--- src/rtl/regex_stream_ctx.sv ---
// regex_stream_ctx: per-stream context wrapper around one external DFA matcher.
// Saves and restores the DFA state per stream ID, registers the DFA interface,
// tracks per-packet match status and keeps a saturating match count.
//
// Handshake/strobe semantics: every *_vld / strobe here is a single-cycle
// qualifier with no back-pressure. Data is meaningful only in a cycle where its
// strobe is high. The producer never waits on the consumer, and nothing stalls.
module regex_stream_ctx #(
    parameter int STATE_W = 11,
    parameter int SID_W   = 6,
    parameter int COUNT_W = 16,
    parameter int MODE    = 0
) (
    input  logic               clk,
    input  logic               rst,
    input  logic [7:0]         char_in,
    input  logic               char_in_vld,
    input  logic               load_state,
    input  logic [SID_W-1:0]   stream_id,
    input  logic               new_stream_id,
    input  logic               eop,
    input  logic               enable,
    input  logic               clear_count,
    output logic [7:0]         dfa_char,
    output logic               dfa_char_vld,
    output logic [STATE_W-1:0] dfa_state_load,
    output logic               dfa_state_load_vld,
    input  logic [STATE_W-1:0] dfa_state,
    input  logic               dfa_accept,
    output logic [COUNT_W-1:0] count,
    output logic               fired,
    output logic [COUNT_W-1:0] pkt_hits
);

    localparam int NUM_STREAMS = 2 ** SID_W;

    // Saturating add: all-ones is sticky and the sum never wraps.
    function automatic logic [COUNT_W-1:0] sat_add(input logic [COUNT_W-1:0] a,
                                                   input logic [COUNT_W-1:0] b);
        logic [COUNT_W:0] sum;
        sum = {1'b0, a} + {1'b0, b};
        return sum[COUNT_W] ? {COUNT_W{1'b1}} : sum[COUNT_W-1:0];
    endfunction

    // Context storage: state per stream plus a valid bit. The memory has no reset.
    // A stream whose valid bit is clear restores from state 0.
    logic [STATE_W-1:0]     mem [NUM_STREAMS];
    logic [NUM_STREAMS-1:0] vbits;

    // Registered DFA outputs.
    logic [STATE_W-1:0]     dfa_state_r;
    logic                   dfa_accept_r;

    // Stream of the packet currently open. It is latched at load_state so that an
    // eop coinciding with the next packet's load still addresses the old stream.
    logic [SID_W-1:0]       pkt_sid;

    // Restore pipeline, stage 1 (memory read register).
    logic [STATE_W-1:0]     rd_val_q;
    logic                   rd_vld_q;

    // Combinational helpers.
    logic                   save_en;
    logic [STATE_W-1:0]     restore_val;
    logic [COUNT_W-1:0]     one_cnt;
    logic [COUNT_W-1:0]     hits_eff;
    logic [COUNT_W-1:0]     count_add;
    logic [COUNT_W-1:0]     count_base;
    logic [COUNT_W-1:0]     count_next;
    logic [COUNT_W-1:0]     hits_inc;

    assign save_en = eop & enable;
    assign one_cnt = {{(COUNT_W-1){1'b0}}, 1'b1};

    // Select the restore value. A save to the same stream in this very cycle
    // bypasses the memory. A save one cycle earlier is already in mem.
    always_comb begin
        restore_val = '0;
        if (new_stream_id) begin
            restore_val = '0;
        end else if (save_en && (pkt_sid == stream_id)) begin
            restore_val = dfa_state_r;
        end else if (vbits[stream_id]) begin
            restore_val = mem[stream_id];
        end
    end

    // End-of-packet count contribution and next count value.
    always_comb begin
        hits_eff   = sat_add(pkt_hits, dfa_accept_r ? one_cnt : '0);
        count_add  = '0;
        if (MODE == 0) begin
            count_add = (fired | dfa_accept_r) ? one_cnt : '0;
        end else begin
            count_add = hits_eff;
        end
        count_base = clear_count ? '0 : count;
        count_next = sat_add(count_base, count_add);
        hits_inc   = sat_add(pkt_hits, one_cnt);
    end

    // Capture DFA state every cycle; the data path needs no reset.
    always_ff @(posedge clk) begin
        dfa_state_r <= dfa_state;
    end

    // Capture DFA accept every cycle.
    always_ff @(posedge clk) begin
        if (rst) begin
            dfa_accept_r <= 1'b0;
        end else begin
            dfa_accept_r <= dfa_accept;
        end
    end

    // Character data register towards the DFA. The data is don't-care after reset.
    always_ff @(posedge clk) begin
        dfa_char <= char_in;
    end

    // Character strobe register towards the DFA.
    always_ff @(posedge clk) begin
        if (rst) begin
            dfa_char_vld <= 1'b0;
        end else begin
            dfa_char_vld <= char_in_vld;
        end
    end

    // Save the DFA state of the open packet on an enabled eop.
    always_ff @(posedge clk) begin
        if (save_en) begin
            mem[pkt_sid] <= dfa_state_r;
        end
    end

    // Per-stream valid bits: set on save, wiped by reset.
    always_ff @(posedge clk) begin
        if (rst) begin
            vbits <= '0;
        end else if (save_en) begin
            vbits[pkt_sid] <= 1'b1;
        end
    end

    // Latch the stream of the packet being opened.
    always_ff @(posedge clk) begin
        if (rst) begin
            pkt_sid <= '0;
        end else if (load_state) begin
            pkt_sid <= stream_id;
        end
    end

    // Restore stage 1: register the selected value and the load strobe.
    always_ff @(posedge clk) begin
        if (rst) begin
            rd_vld_q <= 1'b0;
            rd_val_q <= '0;
        end else begin
            rd_vld_q <= load_state;
            if (load_state) begin
                rd_val_q <= restore_val;
            end
        end
    end

    // Restore stage 2: output register towards the DFA. It is a one-cycle strobe.
    always_ff @(posedge clk) begin
        if (rst) begin
            dfa_state_load_vld <= 1'b0;
            dfa_state_load     <= '0;
        end else begin
            dfa_state_load_vld <= rd_vld_q;
            if (rd_vld_q) begin
                dfa_state_load <= rd_val_q;
            end
        end
    end

    // Per-packet flag and hit counter. An accept in the same cycle as a clear
    // (load, or disabled eop) wins and counts as the first hit.
    always_ff @(posedge clk) begin
        if (rst) begin
            fired    <= 1'b0;
            pkt_hits <= '0;
        end else if (dfa_accept_r) begin
            fired    <= 1'b1;
            pkt_hits <= (load_state || (eop && !enable)) ? one_cnt : hits_inc;
        end else if (load_state || (eop && !enable)) begin
            fired    <= 1'b0;
            pkt_hits <= '0;
        end
    end

    // Saturating match count. When clear_count meets an enabled eop, the count
    // becomes the eop contribution alone.
    always_ff @(posedge clk) begin
        if (rst) begin
            count <= '0;
        end else if (save_en) begin
            count <= count_next;
        end else if (clear_count) begin
            count <= '0;
        end
    end

endmodule

--- config.mk ---
export PLATFORM = sky130hd
export DESIGN_NAME = regex_stream_ctx
export DESIGN_NICKNAME = d
export VERILOG_FILES = /design/src/rtl/regex_stream_ctx.sv
export SDC_FILE = /design/constraint.sdc
export NUM_CORES = 1
export LEC_CHECK = 0
export ABC_CLOCK_PERIOD_IN_PS = 6000
export CORE_ASPECT_RATIO = 0.75
export CORE_UTILIZATION = 55
export DETAILED_ROUTE_END_ITERATION = 8
export GPL_TIMING_DRIVEN = 1
export MAX_ROUTING_LAYER = met4
export PLACE_DENSITY = 0.72
export SYNTH_ARGS = -nofsm -noshare
export SYNTH_HDL_FRONTEND = slang
export SYNTH_SLANG_ARGS = --single-unit
--- constraint.sdc ---
create_clock -name clk -period 6 [get_ports clk]
set_input_delay 0.9 -clock clk [delete_from_list [all_inputs] [get_ports clk]]
set_output_delay 0.9 -clock clk [all_outputs]
set_load 0.01 [all_outputs]
# Word level (Yosys, flattened, before mapping)

Memories as Yosys holds them, arrays and structs flattened.
Index checks and enable logic that the tools add are counted.

Flip-flop bits (word level): 148
Latch bits: 0
RAM bits: 704
Memory bits (read-only): 0
Bits of input ports: 34
Logic and storage cells: 48
Memories: 1

$add $sub $neg: 2
Multipliers: 0
Divide/modulo/power cells: 0
$lt $le $gt $ge: 3
Equality and inequality tests: 1
Shift-type cells: 0
Multiplexer cells: 19
Bitwise operators: 3
Reductions and logical operators: 6

Memories:

| memory | depth | width | read ports | clocked after memory_dff | write ports | line | RTL |
|---|---|---|---|---|---|---|---|
| mem    | 64    | 11    | 1          | 0                        | 1           | 47   | `logic [STATE_W-1:0] mem [NUM_STREAMS];` |

Operators with widths:

| operator                | number |
|---|---|
| $mux W16                | 7 |
| $or A64 B64 Y64         | 1 |
| $mux W11                | 3 |
| $add A16 B1 Y17         | 1 |
| $add A16 B1 Y17 const B | 1 |
| $lt A6 B7 Y1 const B    | 2 |
| $mux W1                 | 7 |
| $bmux W1 S6             | 1 |
| $demux W1 S6            | 1 |
| $eq A6 B6 Y1            | 1 |
| $ge A6 B1 Y1 const B    | 1 |
| $logic_and A1 B1 Y1     | 3 |
| $reduce_bool A2 Y1      | 1 |
| $and A1 B1 Y1           | 1 |
| $logic_not A1 Y1        | 1 |
| $logic_or A1 B1 Y1      | 1 |
| $or A1 B1 Y1            | 1 |

# Depth between registers and ports, before layout

Depth in word-level cells: 5
Gate-level depth with buffers: 11
Depth with buffers taken out: 8

# Least setup slack after synthesis

OpenSTA, ideal clock, no wires.

Path type: input -> register
Start point: input clear_count
End point: register count[12]
Library setup time: 65 ps
Arrival: 2719 ps
Required time: 5935 ps
Path slack: 3216 ps
Stages: 10
Path buffers: 2
Cells stage by stage: clkbuf_1 -> nor2b_1 -> ha_1 -> ha_1 -> nand4_1 -> nor3_1 -> nand3_1 -> clkbuf_1 -> o21a_1 -> nor2_1

Word-level cells in the longest chain between the ends: 4

RTL lines:

| element              | line | RTL |
|---|---|---|
| start, declared      | 23   | `input logic clear_count,` |
| $mux W16 *           | -    |  |
| $add A16 B1 Y17      | 41   | `sum = {1'b0, a} + {1'b0, b};` |
| $mux W16             | 42   | `return sum[COUNT_W] ? {COUNT_W{1'b1}} : sum[COUNT_W-1:0];` |
| $mux W16 *           | 201  | `end else if (save_en) begin` |
| end signal, assigned | 202  | `count <= count_next;` |
| end, declared        | 30   | `output logic [COUNT_W-1:0] count,` |

Mark *: on every way between the ends. The rest lies on a longest branch, timed or not.
A chain may end at the register's enable or synchronous reset.

# Final worst setup path

Start point: input stream_id[4]
End point: register rd_val_q[10]

Word-level cells in the longest chain between the ends: 5
Elaborated cells between the ends (all ways): 8
Classes of those cells: 1 x eq/ne; 5 x mux; 1 x reduce/logical; 1 x memory

RTL lines:

| element                       | line | RTL |
|---|---|---|
| start, declared               | 19   | `input logic [SID_W-1:0] stream_id,` |
| $bmux W1 S6                   | 83   | `end else if (vbits[stream_id]) begin` |
| $mux W1 (implied by the code) | 83   |  |
| $mux W11                      | 83   |  |
| $mux W11 *                    | 81   | `end else if (save_en && (pkt_sid == stream_id)) begin` |
| $mux W11 *                    | 79   | `if (new_stream_id) begin` |
| end signal, assigned          | 163  | `rd_val_q <= restore_val;` |
| end, declared                 | 59   | `logic [STATE_W-1:0] rd_val_q;` |

Mark *: on every way between the ends. The rest lies on a longest branch, timed or not. The select of a mux whose other input is x is not followed.

==> run summary <==
outcome: completed
global-route usage over all layers: 0.254
core region area: 59100 µm²
die width: 284 µm
RSZ-0062 raised after global routing: no
Placed Area: 34700 µm²
CTS tree: built
Worst-Skew Late Latency: 0.63 ns
cts hold-fix bufs: 0
relative slew slack: 0.0420
Post-Syn Instances: 1804
Synth Area per Inst: 18.2 µm²
post-route cell area: 37200 µm²
Fmax: 272 MHz
DRT Pass-1 Iters: 7
area delta synth->final: 13.1%
largest net degree at the start of global routing: 75
Comb pwr share: 0.048
cts repair resizes: 0
met1 usage: 0.364
Worst Skew: 0.0358 ns
CP max-delay cell: nor2b_1
PnR Total Power: 11.9 mW
Post-synth EDFFs: 704
worst setup margin: 2.32 ns
mapped cell area: 32900 µm²
vias per cell: 6.21
net switching power: 2.54 mW
GP Congestion: 0.895
post-layout net count: 1973
Reg power frac: 0.544
IO Pins: 88
Detailed Route WL: 73.3 mm
Crit Path Category: primary input to flip-flop
first-pass GRT wire length: 109 mm
Cell Chain, Critical Path: clkdlybuf4s50_1, nor2b_1, nor3b_1, nor4_4, nand4_2, a211oi_1, o221a_2
Worst EP required: 6.52 ns
clock network power share: 0.408
Syn Nets: 1841
Critical Path Source Type: primary input
vias post-DR: 17300
clk sink count: 852
layout cells sized above 1: 0.206
Yosys cell types: 54
asr flop ratio synth: 0
Power Dens Cells: 319 nW/µm²
min-delay worst type: flip-flop to flip-flop
clock slew at reported path FFs: 0.06 ns
CTS HTree Levels: 3
Main synth FF type: edfxtp_1
Fin. Hold Viols: 0
Tmin final: 3.68 ns
Antenna Nets Post-Route: 0
Synth area leaders: edfxtp_1, mux4_2, dfxtp_1, nor2_1, mux2i_1
CTS max path bufs: 3
Hold Startpoint: vbits[11]
yosys warns: 0
# setup viols final: 0
Die Ht: 214 µm
internal power: 9.33 mW
pre-CTS setup slack: 1.79 ns
crit path capture type: flip-flop
count leader, synth: edfxtp_1
reg2reg start: dfa_accept_r
Rows: 77
Max Cap Viol: 0
vias in the first global route: 16900
TNS Setup: 0 ns
post-CTS setup buffer count: 0
Critical Path Source: stream_id[4]
slowest stage delay, CP: 1.05 ns
Peak supply drop: 0.255 mV
crit path DAT: 4.20 ns
final worst path period share: 0.614
Switching Share: 0.214
number of remaining DRC errors: 0
cts bufs inserted: 81
I/O Buffers: 87
Seq/Total Area, Yosys: 0.733
P_leak: 12.0 nW
synth cell count leaders: edfxtp_1, nor2_1, mux4_2
Final HPWL DP: 44.2 mm
Die Area: 60800 µm²
Wirelength per Cell: 26.2 µm
Slew Limit Fails: 0
final instance count without filler cells: 2793
initial antenna violation count: 1
Placed Instances: 2643
slew at the pin closest to its max-slew limit: 1.43 ns
met2 Use GR: 0.368
met3 usage: 0.0619
top cell type's share of synthesized area: 0.643
Filler cells: 4090
CTS Root Cell: clkbuf_16
crit path max fanout: 17
DRT iter0 DRCs: 2010
Congestion Overflow GR: 0
Seq cells post-synth: 852
Most Crowded Layer GR: met2
initial core utilization: 0.557
dominant cell type by area after synthesis: edfxtp_1
==> power by group through the flow <==
stage                     sequential, mW  clock (mW)  combinational (mW)
after floorplan                     6.60           0               0.343
after global placement              6.58           0               0.557
after detailed placement            6.58           0               0.568
after CTS                           6.46        4.91               0.570
after global routing                6.46        5.13               0.606
final                               6.46        4.84               0.570
==> cell families (layout without fill, tap and decap cells) <==
| group | count (synthesis) | in the layout | synth area share |
|---|---|---|---|
| fa+ha+maj | 3 | 3 | 0.00114 |
| mux | 258 | 258 | 0.152 |
| flops | 852 | 852 | 0.733 |
| xor+xnor | 18 | 18 | 0.00479 |
| buf+inv | 117 | 315 | 0.0190 |
| simple gates | 399 | 399 | 0.0551 |
| other cells | 0 | 1 | 0 |
| compound gates | 157 | 157 | 0.0349 |
==> cell usage in the layout (no fill, tap or decap), drive strengths merged, types with 15 or more instances in the layout <==
master	synthesis	final
nor3	15	15
nor2	239	239
dfxtp	148	148
inv	17	22
a21oi	17	17
mux4	193	193
clkdlybuf4s50	0	83
a22oi	45	45
nor2b	20	20
mux2i	65	65
nand3	31	31
nand2	33	33
clkbuf	43	109
buf	57	65
o21ai	29	29
edfxtp	704	704
clkinv	0	32
==> critical path, delay by kind of cell <==
family,cells,cell delay [ns]
AO/OA/AOI/OAI,2,0.40
buffers and inverters,1,1.00
AND/OR/NAND/NOR,4,1.87
==> flip-flops by register name (all words and copies together) (netlist names) <==
register / cells
count: 16
dfa_accept_r: 1
dfa_char: 8
dfa_char_vld: 1
dfa_state_load: 11
dfa_state_load_vld: 1
dfa_state_r: 11
fired: 1
mem: 704
pkt_hits: 16
pkt_sid: 6
rd_val_q: 11
rd_vld_q: 1
vbits: 64
==> final cells by class <==
class                      instances  area (µm²)  area share
antenna                            1        2.50   0.0000673
clock buffer                     108        2200      0.0591
clock inverter                    41         295     0.00794
inverter                          17        63.8     0.00172
multi-input combinational        835        8170       0.220
sequential                       852       24100       0.648
tap                              790         988      0.0266
timing repair buffer             149        1370      0.0367
==> through the flow <==
| stage | utilization | hold WS [ns] |
|---|---|---|
| 2_1_floorplan | - | 0.432 |
| 3_3_place_gp | 0.588 | 0.443 |
| 3_5_place_dp | 0.588 | 0.458 |
| 4_1_cts | 0.630 | 0.472 |
| 5_1_grt | 0.630 | 0.500 |
| 6_report | 0.630 | 0.470 |
==> per-layer routing <==
| layer | wire, µm | share of wire |
|---|---|---|
| met3 | 7130 | 0.097 |
| met1 | 31400 | 0.43 |
| met4 | 1730 | 0.024 |
| met5 | 0 | 0 |
| met2 | 33000 | 0.45 |
==> final timing paths <==
| kind | slack (ns) | cells past startpoint | endpoint |
|---|---|---|---|
| max | 2.32 | 7 | rd_val_q[10] |
| min | 0.47 | 2 | vbits[11] |
| max reg2reg | 3.12 | 8 | count[3] |
| min reg2reg | 0.47 | 2 | vbits[11] |
No activity file was read; power rests on OpenSTA's default activity.
